===== src/rtl/adc_chunked.sv =====
// adc_chunked: multi-cycle adder/subtractor that processes CHUNK bits per clock,
// least-significant chunk first, rippling the carry between cycles through a register.
// WIDTH must be an integer multiple of CHUNK.
module adc_chunked #(
   parameter int WIDTH = 32,
   parameter int CHUNK = 8
) (
   input  logic             clk,
   input  logic             rst_n,
   input  logic             start,
   input  logic [WIDTH-1:0] a,
   input  logic [WIDTH-1:0] b,
   input  logic             cin,
   input  logic             sub,
   output logic             busy,
   output logic             done,
   output logic [WIDTH-1:0] s,
   output logic             cout,
   output logic             overflow
);

   localparam int N  = WIDTH / CHUNK;
   localparam int CW = (N > 1) ? $clog2(N) : 1;
   localparam logic [CW-1:0] LAST_CNT = CW'(N - 1);

   typedef enum logic {IDLE, RUN} state_t;

   state_t           state;
   state_t           state_nx;
   logic [WIDTH-1:0] a_sh;
   logic [WIDTH-1:0] b_sh;
   logic [WIDTH-1:0] res_sh;
   logic [WIDTH-1:0] res_nx;
   logic             c;
   logic [CW-1:0]    cnt;
   logic [CHUNK:0]   sum;
   logic             accept;
   logic             last;
   logic             msb_cin;

   // Chunk adder, result shifter and FSM next-state; the carry into the MSB is
   // recovered from the top chunk's bits so overflow needs no extra state
   always_comb begin
      state_nx = state;
      accept   = (state == IDLE) && start;
      last     = (state == RUN) && (cnt == LAST_CNT);
      sum      = {1'b0, a_sh[CHUNK-1:0]} + {1'b0, b_sh[CHUNK-1:0]} + {{CHUNK{1'b0}}, c};
      res_nx   = (res_sh >> CHUNK) | (WIDTH'(sum[CHUNK-1:0]) << (WIDTH - CHUNK));
      msb_cin  = a_sh[CHUNK-1] ^ b_sh[CHUNK-1] ^ sum[CHUNK-1];
      case (state)
         IDLE:    if (start) state_nx = RUN;
         RUN:     if (last) state_nx = IDLE;
         default: state_nx = IDLE;
      endcase
   end

   // State register
   always_ff @(posedge clk) begin
      if (!rst_n) state <= IDLE;
      else        state <= state_nx;
   end

   // Operand capture, per-chunk shifting, and result/flag update on the final chunk
   always_ff @(posedge clk) begin
      if (!rst_n) begin
         a_sh     <= '0;
         b_sh     <= '0;
         res_sh   <= '0;
         c        <= 1'b0;
         cnt      <= '0;
         busy     <= 1'b0;
         done     <= 1'b0;
         s        <= '0;
         cout     <= 1'b0;
         overflow <= 1'b0;
      end else begin
         done <= 1'b0;
         if (accept) begin
            a_sh <= a;
            b_sh <= sub ? ~b : b;
            c    <= cin ^ sub;
            cnt  <= '0;
            busy <= 1'b1;
         end else if (state == RUN) begin
            a_sh   <= a_sh >> CHUNK;
            b_sh   <= b_sh >> CHUNK;
            res_sh <= res_nx;
            c      <= sum[CHUNK];
            cnt    <= cnt + CW'(1);
            if (last) begin
               s        <= res_nx;
               cout     <= sum[CHUNK];
               overflow <= msb_cin ^ sum[CHUNK];
               done     <= 1'b1;
               busy     <= 1'b0;
            end
         end
      end
   end

endmodule


===== config.mk =====
export PLATFORM = sky130hd
export DESIGN_NAME = adc_chunked
export DESIGN_NICKNAME = d
export VERILOG_FILES = /design/src/rtl/adc_chunked.sv
export SDC_FILE = /design/constraint.sdc
export NUM_CORES = 1
export LEC_CHECK = 0
export BUFFER_PORTS_ARGS = -buffer_cell sky130_fd_sc_hd__buf_2
export CAP_MARGIN = 20
export CORE_ASPECT_RATIO = 0.9
export CORE_MARGIN = 5
export CORE_UTILIZATION = 62
export CTS_BUF_LIST = sky130_fd_sc_hd__clkbuf_8
export DETAILED_ROUTE_END_ITERATION = 16
export GPL_TIMING_DRIVEN = 0
export PLACE_DENSITY = 0.88
export SLEW_MARGIN = 20
export SYNTH_ARGS = -nofsm -noshare
export SYNTH_HDL_FRONTEND = slang
export SYNTH_SLANG_ARGS = --single-unit

===== constraint.sdc =====
create_clock -name clk -period 4.88 [get_ports clk]
set_clock_uncertainty 0.15 [all_clocks]
set_input_delay 0.244 -clock clk [delete_from_list [all_inputs] [get_ports clk]]
set_output_delay 0.244 -clock clk [all_outputs]
set_load 0.02 [all_outputs]

==> results.txt <==
----------------------------------------------------
[Critical path]
  Most frequent CP cell ... fa_1
  Max incr delay on CP ... 0.49 ns
  Required time reported for the critical path endpoint ... 5.10 ns
  Critical path cell sequence ... fa_1 > inv_1 > fa_1 > nor2b_4 > o31a_4 > o21ai_1 > or3b_1 > o211ai_2
  Reg-to-reg slack, setup ... 2.46 ns
  Startpoint-to-endpoint class of the critical path ... reg2reg
  R2r startpoint ... c$_SDFFE_PN0P_
  Worst Path Max Fanout ... 3
  Slowest CP cell ... fa_1
  Worst EP arrival ... 2.64 ns
  Kind of start point of the critical path ... flop
  Reg2Reg Depth ... 8
  End of the worst register-to-register path ... res_sh[30]$_SDFFE_PN0P_
  Critical path endpoint category ... flop

[Drt]
  Number of nets with antenna violations after detailed routing ... 0
  WL per Instance ... 16.5 um
  Post-detailed-route via-to-cell ratio ... 5.52
  DRC violation count after routing ... 0
  Via count ... 4732
  Starting DRT DRC Count ... 321
  Routed wire length ... 14200 um
  Detailed-router iteration count before antenna repair ... 8

[Clocking]
  Cts hold-fix bufs ... 16
  TritonCTS clock tree ... built
  Insertion delay to the later sink of the worst-skew pair ... 0.44 ns
  Clock transition at path regs ... 0.08 ns
  Max H-tree Level ... 4
  Number of cells upsized or downsized after cts ... 0
  Cts bufs inserted ... 17
  Buffer count from post-CTS setup fixing ... 0
  Sink count of the clock tree ... 128
  Maximum clock insertion buffer count ... 2
  Root Driver ... clkbuf_8

[Floorplanning]
  I/O pin count ... 105
  Row Count ... 33
  Height of the chip ... 100 um
  Starting utilization of the core area ... 0.626
  Placeable Area ... 9000 sq um
  Die footprint ... 11100 sq um
  Die W ... 110 um

[Synthesis]
  Post-synthesis cell type with the largest combined area ... dfxtp_1
  Most frequent cell after synthesis ... dfxtp_1
  Dominant register cell in the synthesized netlist ... dfxtp_1
  Count of flip-flops with a built-in enable after synthesis ... 0
  Synthesized area ... 5640 sq um
  Number of storage elements in the synthesis netlist ... 128
  Portion of the post-synthesis area used by sequential elements ... 0.455
  Synthesis warning total ... 0
  Leading post-synthesis cells by instance count ... dfxtp_1 (128), mux2i_1 (53), nor2b_1 (48)
  Area contributors post-synth ... dfxtp_1 (45%), mux2i_1 (9.4%), xnor2_1 (5.8%), nor2b_1 (5.3%), a22o_1 (4.5%)
  Proportion of netlist area held by the largest area contributor ... 0.455
  Synthesized net count ... 665
  Count of different cell masters after synthesis ... 40
  Avg Cell Area, Syn ... 9.62 sq um
  Number of standard cells after synthesis ... 586
  Async SR Flop Fraction ... 0

[Timing]
  Minimum clock period after layout ... 2.42 ns
  Least-Margin Pin Slew ... 0.484 ns
  Max Transition Viols Final ... 0
  Final hold violation count ... 0
  Worst slew margin relative to its limit ... 0.677
  Share of the clock period used by the worst path ... 0.496
  Final setup violation count ... 0
  Max Fclk ... 0.413 GHz
  Fin Setup TNS ... 0 ns
  Setup repair after global routing missed its margin ... no
  Smallest hold slack ... 0.0390 ns

[Global routing]
  Pin count of the biggest net entering global routing ... 17
  Overall global routing resource usage ... 0.261
  Wire length of the first global-routing pass ... 23700 um
  Initial antenna violation count ... 0
  Vias in the first global route ... 4931
  Leftover overflow at the end of global routing ... 0

[Placed design]
  Port buffer count ... 102
  HPWL reported at the end of detailed placement ... 10300 um
  Dpl cell area ... 6300 sq um
  Instance count after placement with tap cells included ... 810
  Routability congestion estimate from global placement ... 0.889

[Worst hold path]
  Hold wc startpoint ... a[20]
  Hold Crit Endpoint ... a_sh[20]$_SDFFE_PN0P_
  Count of cells along the worst hold path ... 4
  Tightest Hold Check Type ... in2reg

[Finish]
  Final Cell Area ... 6920 sq um
  Number of filler cells placed in the layout ... 647
  Final non-filler cell total ... 858
  Antenna Diode Count ... 0
  Area growth from synthesis to layout ... 22.8%
  Nets ... 802
  Share of post-route cells with drive strength above 1 ... 0.219

[Outcome]
  Run status ... finished, final reports clean

[Power]
  Power per standard cell area ... 358 nW/um^2
  Leakage power ... 2.97 nW
  Worst IR drop on VDD ... 0.000198 V

[Run]
  Number of max-cap violations ... 0

----------------------------------------------------
layout make-up:
type	instances	area [sq um]	share of cell area
Multi-Input combinational cell	407	2850	0.411
Sequential cell	128	2560	0.370
Timing Repair Buffer	118	671	0.0969
Clock buffer	18	248	0.0358
Clock inverter	14	215	0.0311
Buffer	47	211	0.0305
Tap cell	122	153	0.0221
Inverter	4	15.0	0.00217
how the worst max path moves through the flow:
stage	start	to	slack [ns]	depth (start not counted)
after CTS	c$_SDFFE_PN0P_	res_sh[30]$_SDFFE_PN0P_	2.46	8
after global placement	c$_SDFFE_PN0P_	c$_SDFFE_PN0P_	2.53	8
final	c$_SDFFE_PN0P_	res_sh[30]$_SDFFE_PN0P_	2.46	8
after detailed placement	c$_SDFFE_PN0P_	res_sh[30]$_SDFFE_PN0P_	2.49	8
after global routing	c$_SDFFE_PN0P_	res_sh[30]$_SDFFE_PN0P_	2.35	8
after floorplan	c$_SDFFE_PN0P_	res_sh[30]$_SDFFE_PN0P_	2.67	8
worst max-delay path, delay by kind of cell, from the launching register on:
kind | cells | cell delay (ns)
adder cells (fa/ha/maj) | 2 | 0.75
AO/OA/AOI/OAI | 3 | 0.56
AND/OR/NAND/NOR | 2 | 0.44
flip-flops | 1 | 0.34
buffers and inverters | 1 | 0.10
per-layer routing:
metal,up-vias,global-route usage,share of wire,routed length [um]
met3,27,0.0735,0.062,878
li1,2313,-,-,-
met2,163,0.465,0.51,7220
met5,-,0,0,0
met4,0,0.0814,0.019,273
met1,2229,0.307,0.41,5790
power by group:
part | total, W | switching, W | internal (W) | leakage (nW)
clock network | 0.00105 | 0.000431 | 0.000621 | 0.234
logic | 0.000306 | 0.000163 | 0.000142 | 1.69
registers | 0.00112 | 0.0000319 | 0.00109 | 1.04
kinds of logic after synthesis:
kind of cell / count (synthesis) / share of synthesized area
AND/OR/NAND/NOR: 165 / 0.153
AO/OA/AOI/OAI: 141 / 0.174
flip-flops: 128 / 0.455
multiplexers: 53 / 0.0941
buffers and inverters: 51 / 0.0402
XOR/XNOR: 38 / 0.0591
adder cells (fa/ha/maj): 10 / 0.0249
placed cells by master (no fill, tap or decap), drive strengths merged, types with 7 or more instances in the layout:
cell type,synthesis,final
a21oi,29,29
o21ai,33,33
clkbuf,17,35
dlygate4sd3,0,16
clkinv,0,7
a211oi,33,33
nor2,43,43
nor2b,49,49
nand2,33,33
a22o,29,29
dfxtp,128,128
mux2i,53,53
buf,30,132
and2,25,25
ha,8,8
xnor2,37,37
state kept, by name, summed over array words and instances, names as in the netlist:
| name | flops |
|---|---|
| c | 1 |
| s | 32 |
| res_sh | 24 |
| busy | 1 |
| cnt | 2 |
| done | 1 |
| b_sh | 32 |
| cout | 1 |
| a_sh | 32 |
| overflow | 1 |
| state | 1 |
metrics by stage:
stage / utilization / setup WS [ns] / power (W)
after floorplan: - / 2.67 / 0.00134
after CTS: 0.769 / 2.46 / 0.00248
after global routing: 0.769 / 2.35 / 0.00257
after detailed placement: 0.700 / 2.49 / 0.00144
final: 0.769 / 2.46 / 0.00248
after global placement: 0.700 / 2.53 / 0.00142
Power figures use the tool's default switching activity.
